**config.mk**
```make
export PLATFORM = sky130hd
export DESIGN_NAME = instruction_fetch
export DESIGN_NICKNAME = d
export VERILOG_FILES = /design/src/rtl/instruction_fetch.sv
export SDC_FILE = /design/constraint.sdc
export NUM_CORES = 1
export LEC_CHECK = 0
export ABC_AREA = 1
export CELL_PAD_IN_SITES_DETAIL_PLACEMENT = 0
export CELL_PAD_IN_SITES_GLOBAL_PLACEMENT = 1
export CORE_ASPECT_RATIO = 1.25
export CORE_MARGIN = 5
export CORE_UTILIZATION = 46
export CTS_CLUSTER_DIAMETER = 30
export DETAILED_ROUTE_END_ITERATION = 16
export DONT_BUFFER_PORTS = 1
export GPL_ROUTABILITY_DRIVEN = 0
export GPL_TIMING_DRIVEN = 0
export PLACE_DENSITY_LB_ADDON = 0.12
export SLEW_MARGIN = 0
export SYNTH_ARGS = -nofsm -noshare
export SYNTH_HDL_FRONTEND = slang
export SYNTH_SLANG_ARGS = --single-unit
export TNS_END_PERCENT = 30
```
**constraint.sdc**
```tcl
create_clock -name Clk -period 4.4 [get_ports Clk]
set_clock_uncertainty 0.15 [all_clocks]
set_input_delay 1.1 -clock Clk [delete_from_list [all_inputs] [get_ports Clk]]
set_output_delay 1.1 -clock Clk [all_outputs]
set_load 0.01 [all_outputs]
```
**src/rtl/instruction_fetch.sv**
```systemverilog
// Fetch front-end: issues one word index per cycle to a synchronous-read
// instruction memory and presents each returned word with its PC downstream.
module instruction_fetch #(
    parameter int ADDR_WIDTH = 5,
    parameter int RESET_PC   = 0
) (
    input  logic                  Clk,
    input  logic                  Reset_n,
    output logic [31:0]           MemAddress,
    input  logic [31:0]           MemReadData,
    input  logic                  Stall,
    input  logic                  Redirect,
    input  logic [ADDR_WIDTH-1:0] Target,
    output logic [31:0]           Instr,
    output logic [ADDR_WIDTH-1:0] InstrPC,
    output logic                  InstrValid,
    output logic [31:0]           FetchCount
);

    // Downstream handshake: a word transfers on a rising edge where
    // InstrValid=1 and Stall=0; with Stall=1 the same Instr/InstrPC is held.
    typedef enum logic {
        EMPTY = 1'b0,
        FULL  = 1'b1
    } pend_state_t;

    localparam logic [ADDR_WIDTH-1:0] RESET_PC_W = ADDR_WIDTH'(RESET_PC);

    pend_state_t           state, state_next;
    logic [ADDR_WIDTH-1:0] pc, pc_next;
    logic [ADDR_WIDTH-1:0] pend_pc, pend_pc_next;
    logic [31:0]           fetch_count, fetch_count_next;
    logic [ADDR_WIDTH-1:0] addr_sel;
    logic                  instr_valid;

    assign instr_valid = (state == FULL) && !Redirect;

    always_ff @(posedge Clk or negedge Reset_n) begin
        if (!Reset_n) begin
            state       <= EMPTY;
            pc          <= RESET_PC_W;
            pend_pc     <= '0;
            fetch_count <= '0;
        end else begin
            state       <= state_next;
            pc          <= pc_next;
            pend_pc     <= pend_pc_next;
            fetch_count <= fetch_count_next;
        end
    end

    always_comb begin
        state_next       = state;
        pc_next          = pc;
        pend_pc_next     = pend_pc;
        fetch_count_next = fetch_count;
        addr_sel         = pc;
        if (Redirect) begin
            // The word now on MemReadData is squashed; refetch from Target.
            addr_sel     = Target;
            pend_pc_next = Target;
            state_next   = FULL;
            pc_next      = Target + ADDR_WIDTH'(1);
        end else if (Stall && state == FULL) begin
            // Re-read the held word so MemReadData stays stable next cycle.
            addr_sel = pend_pc;
        end else begin
            pend_pc_next = pc;
            state_next   = FULL;
            pc_next      = pc + ADDR_WIDTH'(1);
            if (instr_valid) begin
                fetch_count_next = fetch_count + 32'd1;
            end
        end
    end

    assign MemAddress = Reset_n ? 32'(addr_sel) : 32'(RESET_PC_W);
    assign InstrValid = instr_valid;
    assign Instr      = instr_valid ? MemReadData : 32'd0;
    assign InstrPC    = pend_pc;
    assign FetchCount = fetch_count;

endmodule
```
-- Yosys cells after proc, flatten, opt, wreduce, memory -nomap -nowiden
Index checks and enable logic that the tools add are counted.
- $add $sub $neg: 3
- mux-type cells: 8
- equal/unequal tests: 1
- reduce and logical (&&, ||, !) cells: 4
- bitwise logic cells: 2
- operators by type and width (cell ; count):
    $add A32 B1 Y32 const B ; 1
    $mux W32 ; 1
    $mux W5 ; 5
    $add A5 B1 Y5 const B ; 2
    $reduce_and A3 Y1 ; 1
    $logic_and A1 B1 Y1 ; 2
    $mux W1 ; 2
    $ne A2 B2 Y1 const B ; 1
    $not A1 Y1 ; 2
    $logic_not A1 Y1 ; 1
- register bits after elaboration: 43
- word-level logic and storage cells: 22
- output and inout port bits: 102

-- Longest topological paths before layout
Gate-level depths: netlist of run 1.
- depth after elaboration: 4
- gate-level depth with buffers: 10
- mapped depth without buffers: 9

-- Least setup slack after synthesis of run 1
No wires, ideal clock.
- path type: input-to-output
- start point: input Stall
- end point: output MemAddress[0]
- stages: 5
- path slack: 1.140 ns
- arrival time: 2.010 ns
- cell sequence: buf_2 nand2_1 nor2_2 nand2_1 a21oi_1
- longest elaborated chain between the ends: 4
- ends and longest elaborated chain (element ; line ; source):
    start: declaration ; 11 ; input logic Stall,
    $logic_and A1 B1 Y1 ; 64 ; end else if (Stall && state == FULL) begin
    $mux W5 ; -- ;
    $mux W5 ; 58 ; if (Redirect) begin
    $mux W5 ; 77 ; assign MemAddress = Reset_n ? 32'(addr_sel) : 32'(RESET_PC_W);
    end: declaration ; 9 ; output logic [31:0] MemAddress,
No other way between the ends.

-- Worst setup path after layout of run 1
- start point: input Stall
- end point: output MemAddress[3]
Same word-level chain as after synthesis.

==> out/metrics.cfg, run 1 <==
[cells_and_area]
finalNetCount=490
post-route-util_pct=52.3
final_common_cell=nand2_1
final_cell_mix=nand2_1 (112), inv_1 (73), nor2_1 (58)
multiInputGateArea_um2=1380
syn2layout_area_growth_pct=11.7
antenna_cells=0
area.sequential_um2=1080
drive_gt1_share_pct=11.8
n_fill_cell=623

[logic_synthesis]
synth_edf_count=0
yosysWarnings=0
synth_top_flop_cell=dfrtp_1
synth_top_area_share_pct=37.5
synthArstFlopShare_pct=100
syn_area_um2=2870
yosysSeqAreaShare_pct=37.5
synth_area_leaders=dfrtp_1 (38%), nand2_1 (15%), inv_1 (9.6%), nor2_1 (7.6%), buf_4 (7.1%)
yosys.area.top_type=dfrtp_1
synthCells=414
synth.avg_cell_area_um2=6.92
synth-seq-cells=43
synth.distinct_cells=29

[sta]
worst_pin_slew_ns=0.601
rsz0062_at_grt=no
timing.setup.tns_ns=0
maxSlewViolCount=0
post-route-period-util_pct=79.4
hold_viol_final=0
fin_crit_ns=3.49
maxSlewHeadroom_pct=59.6
fmax_ghz=0.286
finalSetupViolations=0

[placed_design]
hpwl_mm=5.62
port-buffer-count=0

[pwr]
leakage_nw=1.79
irDropWorstVdd_uv=148
total_power_mw=0.997
power.density_nw_per_um2=311

[critical_path]
critPathArrivalTime_ns=2.24
r2r-start=FetchCount[0]$_DFFE_PN0P_
worstPathMaxFanout=8
cp-startpoint=Stall
endpoint_kind=output pin
criticalPathCategory=input pin to output pin
start_kind=input pin
crit_required_ns=3.15

[route]
routed_wl_mm=6.97
drc_errors=0
antenna_left=0
routedWlPerCell_um=13.1
drt-initial-drc-count=86
dr.pass1.iters=4
vias=2444
vias_per_cell=4.59

[die]
die_y_um=98.3
rows=32
ios=143
die_w_um=80.6
initial_core_util_pct=46.8
core-area_um2=6130
die_area_um2=7920

[cts]
cts_buffers=5
clock_path_buffers=2
cts-htree-levels=2
post_cts_resize_count=0
clk_pin_slew_worst_paths_ns=0.08
clock-sinks=43
insertion_delay_ns=0.30
cts_tree=yes
cts_hold_buffers=0
post-cts-setup-buffers=0
root_buffer=clkbuf_8

[global_routing]
grtUsageTotal_pct=17.2
grt_pass1_vias=2324
grt_max_degree=45
antenna_found_initial=0
grt_pass1_wl_mm=10.7
gr-total-overflow=0

[status]
outcome=finished clean

[hold_path]
min_path_type=input pin to asynchronous set/reset pin

[job]
cap_violations=0

critical path: stages:
cell and delay, ns:
buf_2 0.21, nand2_1 0.19, nor2_2 0.32, nand2_1 0.12, a21oi_1 0.30
Yosys cell counts, types with 2 or more instances:
library cell,number
nand3b_1,3
dfrtp_1,43
nor2_2,4
inv_2,2
inv_1,73
nand2_2,2
nor2_1,58
nand2_1,112
clkbuf_1,3
buf_2,2
buf_4,27
a21oi_1,6
conb_1,2
xor2_1,13
xnor2_1,5
nor3_1,4
nand3_1,28
nand4_1,10
nor2_4,4
ha_1,2
o21ai_0,3
metal layers:
layer / vias to the layer above / wire [µm] / GRT usage (%)
met5: - / 0 / 0
met4: 0 / 74 / 5.07
met3: 6 / 613 / 4.24
met2: 104 / 3640 / 33.7
met1: 1075 / 2640 / 17.2
li1: 1259 / - / -
registers in the layout (all words and copies together), names as in the netlist:
| signal | flops |
|---|---|
| state | 1 |
| pc | 5 |
| InstrPC | 5 |
| FetchCount | 32 |
logic make-up after synthesis:
logic type               after synthesis  share of synthesized area [%]
flip-flops                            43                           37.5
AND/OR/NAND/NOR                      230                           36.0
AO/OA/AOI/OAI                         11                           2.01
XOR/XNOR                              18                           5.50
other                                  2                          0.262
adder cells (fa/ha/maj)                2                          0.873
buffers and inverters                108                           17.9
path summary, 6_finish.rpt:
path / to / slack (ns) / cells after the start
min in group Clk: pc[4]$_DFFE_PN0P_ / 0.37 / 2
setup reg to reg: FetchCount[22]$_DFFE_PN0P_ / 2.62 / 8
hold reg to reg: pc[4]$_DFFE_PN0P_ / 0.37 / 2
max in group asynchronous: FetchCount[26]$_DFFE_PN0P_ / 3.68 / 0
setup / recovery: MemAddress[3] / 0.91 / 5
hold / removal: FetchCount[11]$_DFFE_PN0P_ / 0.34 / 0
cell type report:
type	instances	area share (%)
plain buffers	32	6.99
inverters	76	8.98
well taps	85	3.32
multi-input cells	289	43.0
flip-flops and latches	43	33.6
clock inverters	2	1.88
clock buffers	6	2.27
metrics by stage:
step	worst slack, ns	instance area (µm²)	hold WS, ns	instances
after floorplan	1.14	2960	0.321	440
after global placement	0.881	3070	0.348	525
after detailed placement	0.898	3070	0.355	525
after CTS	0.897	3200	0.325	533
after global routing	0.757	3200	0.309	533
final	0.905	3200	0.336	533
report_power, final:
group	leakage [nW]	internal [mW]	switching, mW	total, mW
sequential	0.529	0.431	0.0522	0.484
combinational	1.19	0.0568	0.0912	0.148
clock	0.0654	0.227	0.138	0.365
No activity file was read; power rests on OpenSTA's default activity.
==> run 2, diff against run 1 <==
--- a/config.mk
+++ b/config.mk
@@ -10,7 +10,7 @@
 export CELL_PAD_IN_SITES_GLOBAL_PLACEMENT = 1
 export CORE_ASPECT_RATIO = 1.25
 export CORE_MARGIN = 5
-export CORE_UTILIZATION = 46
+export CORE_UTILIZATION = 39
 export CTS_CLUSTER_DIAMETER = 30
 export DETAILED_ROUTE_END_ITERATION = 16
 export DONT_BUFFER_PORTS = 1
==> constraint.sdc (replaced) <==
create_clock -name Clk -period 2.9 [get_ports Clk]
set_clock_uncertainty 0.15 [all_clocks]
set_input_delay 0.725 -clock Clk [delete_from_list [all_inputs] [get_ports Clk]]
set_output_delay 0.725 -clock Clk [all_outputs]
set_load 0.01 [all_outputs]
==> run 2 against run 1 <==
Sequential cell count stayed put; worst setup slack worse by 0.67 ns; die area grew 16%; critical path depth unchanged; core utilization down 7.9 points; hold slack got worse by 0.23 ns; power grew 48%; sequential power increased by 52%; clock power up 37%; largest power group unchanged.
==> out/metrics.cfg, run 2 (same netlist as run 1, synthesis figures left out) <==
[status]
outcome=finished clean

[cts]
clock_path_buffers=2  ; unchanged
clock-sinks=43  ; unchanged
cts-htree-levels=2  ; unchanged
cts_tree=yes
cts_buffers=5  ; unchanged
clk_pin_slew_worst_paths_ns=0.09  ; about the same
root_buffer=clkbuf_8
post-cts-setup-buffers=0  ; unchanged
insertion_delay_ns=0.30  ; about the same

[critical_path]
r2r-start=FetchCount[0]$_DFFE_PN0P_
crit_required_ns=2.03  ; -1.12 ns
critPathArrivalTime_ns=1.79  ; -0.45 ns
reg2reg_to=FetchCount[24]$_DFFE_PN0P_
worstPathMaxFanout=8  ; unchanged
start_kind=input pin
crit_end=MemAddress[0]
endpoint_kind=output pin
criticalPathCategory=input pin to output pin
ff2ff_setup_slack_ns=1.07  ; -1.55 ns
cp-startpoint=Stall
rr_worst_depth=8  ; unchanged

[global_routing]
grt_max_degree=44  ; -2.2%
grt_pass1_vias=2385  ; +2.6%
grtUsageTotal_pct=15.9  ; -1.3 points
antenna_found_initial=0  ; unchanged
grt_pass1_wl_mm=11.6  ; +8.0%
gr-total-overflow=0  ; unchanged

[cells_and_area]
area.sequential_um2=1080  ; unchanged
antenna_cells=0  ; unchanged
largest_reg_flops=32  ; unchanged
final_cell_mix=nand2_1 (112), inv_1 (73), nor2_1 (58)
finalNetCount=491  ; +0.20%
syn2layout_area_growth_pct=12.7
drive_gt1_share_pct=12.2  ; +0.42 points
final_common_cell=nand2_1
multiInputGateArea_um2=1380  ; +0.36%
n_fill_cell=740  ; +19%

[pwr]
leakage_nw=1.80  ; +0.50%
total_power_mw=1.48  ; +48%
irDropWorstVdd_uv=226  ; +52%
power.density_nw_per_um2=457  ; +47%

[placed_design]
hpwl_mm=5.83  ; +3.8%
port-buffer-count=0  ; unchanged

[sta]
finalSetupViolations=0  ; unchanged
maxSlewViolCount=0  ; unchanged
fin_crit_ns=2.67
post-route-period-util_pct=92.0
hold_viol_final=0  ; unchanged
worst_pin_slew_ns=0.593  ; -0.00845 ns
fmax_ghz=0.375
rsz0062_at_grt=no
timing.setup.tns_ns=0  ; unchanged
maxSlewHeadroom_pct=60.2  ; +0.57 points

[route]
vias=2426  ; -0.74%
drc_errors=0  ; unchanged
antenna_left=0  ; unchanged
vias_per_cell=4.48  ; -2.2%
dr.pass1.iters=4  ; unchanged
drt-initial-drc-count=47  ; -45%
routedWlPerCell_um=13.6  ; +3.8%
routed_wl_mm=7.34  ; +5.3%

[die]
rows=35  ; +9.4%
initial_core_util_pct=39.4  ; -7.4 points
core-area_um2=7270  ; +19%
die_w_um=86.7  ; +7.5%
die_y_um=106  ; +7.7%
ios=143  ; unchanged
die_area_um2=9180  ; +16%

[job]
cap_violations=0  ; unchanged

[hold_path]
min_path_type=input pin to asynchronous set/reset pin

## run 2: changes by cell type in the layout (fill, tap and decap cells not counted), sizes merged
cell	previous run	this run
clkinv	0	1
buf	29	30
bufinv	2	1
## run 2: cell type report
class,instances,share of cell area [%]
Timing Repair Buffer,1,0.852
Sequential cell,43,33.3
Tap cell,92,3.56
Buffer,32,6.94
Multi-Input combinational cell,289,42.8
Clock inverter,2,1.08
Clock buffer,6,2.56
Inverter,76,8.91
## run 2: routing by layer
layer  part of all wire (%)  GRT usage, %  vias up
met3                    8.0          4.61        6
met2                     54          30.7       96
li1                       -             -     1255
met1                     37          16.3     1069
met5                      0             0        -
met4                    1.1          3.67        0
## run 2: power by group
part	switching [mW]	leakage [nW]	total (mW)	internal, mW
Sequential	0.0803	0.529	0.735	0.654
Combinational	0.152	1.21	0.243	0.0906
Clock	0.221	0.0612	0.500	0.279
Total	0.453	1.80	1.48	1.02
## run 2: repair_timing
action	4_1_cts	5_1_grt
hold buffers	1	0
setup endpoints to repair	0	2
gates resized for setup	0	1
endpoints found under the hold margin	43	0
## run 2: through the flow
stage               area (µm²)  utilization (%)  hold slack, ns  setup WS [ns]  cells
global placement          3080             42.4           0.280         0.0905    532
floorplan                 2960                -           0.279          0.390    440
global route              3230             44.4           0.111          0.119    541
finish                    3230             44.4           0.105          0.233    541
detailed placement        3080             42.4           0.280          0.112    532
CTS                       3220             44.4           0.106          0.108    541
## run 2: worst min-delay path by stage
stage / slack (ns) / endpoint / cells after the start / startpoint
after floorplan: 0.28 / FetchCount[0]$_DFFE_PN0P_ / 0 / Reset_n
after detailed placement: 0.28 / InstrPC[4]$_DFF_PN0_ / 0 / Reset_n
final: 0.10 / pc[4]$_DFFE_PN0P_ / 1 / Reset_n
after global routing: 0.11 / pc[4]$_DFFE_PN0P_ / 1 / Reset_n
after CTS: 0.11 / InstrPC[4]$_DFF_PN0_ / 1 / Reset_n
after global placement: 0.28 / InstrPC[4]$_DFF_PN0_ / 0 / Reset_n
## run 2: worst max-delay path, stage by stage
cell     delay, ns
buf_2         0.21
nand2_1       0.21
nor2_4        0.25
nand2_1       0.10
a21oi_1       0.29
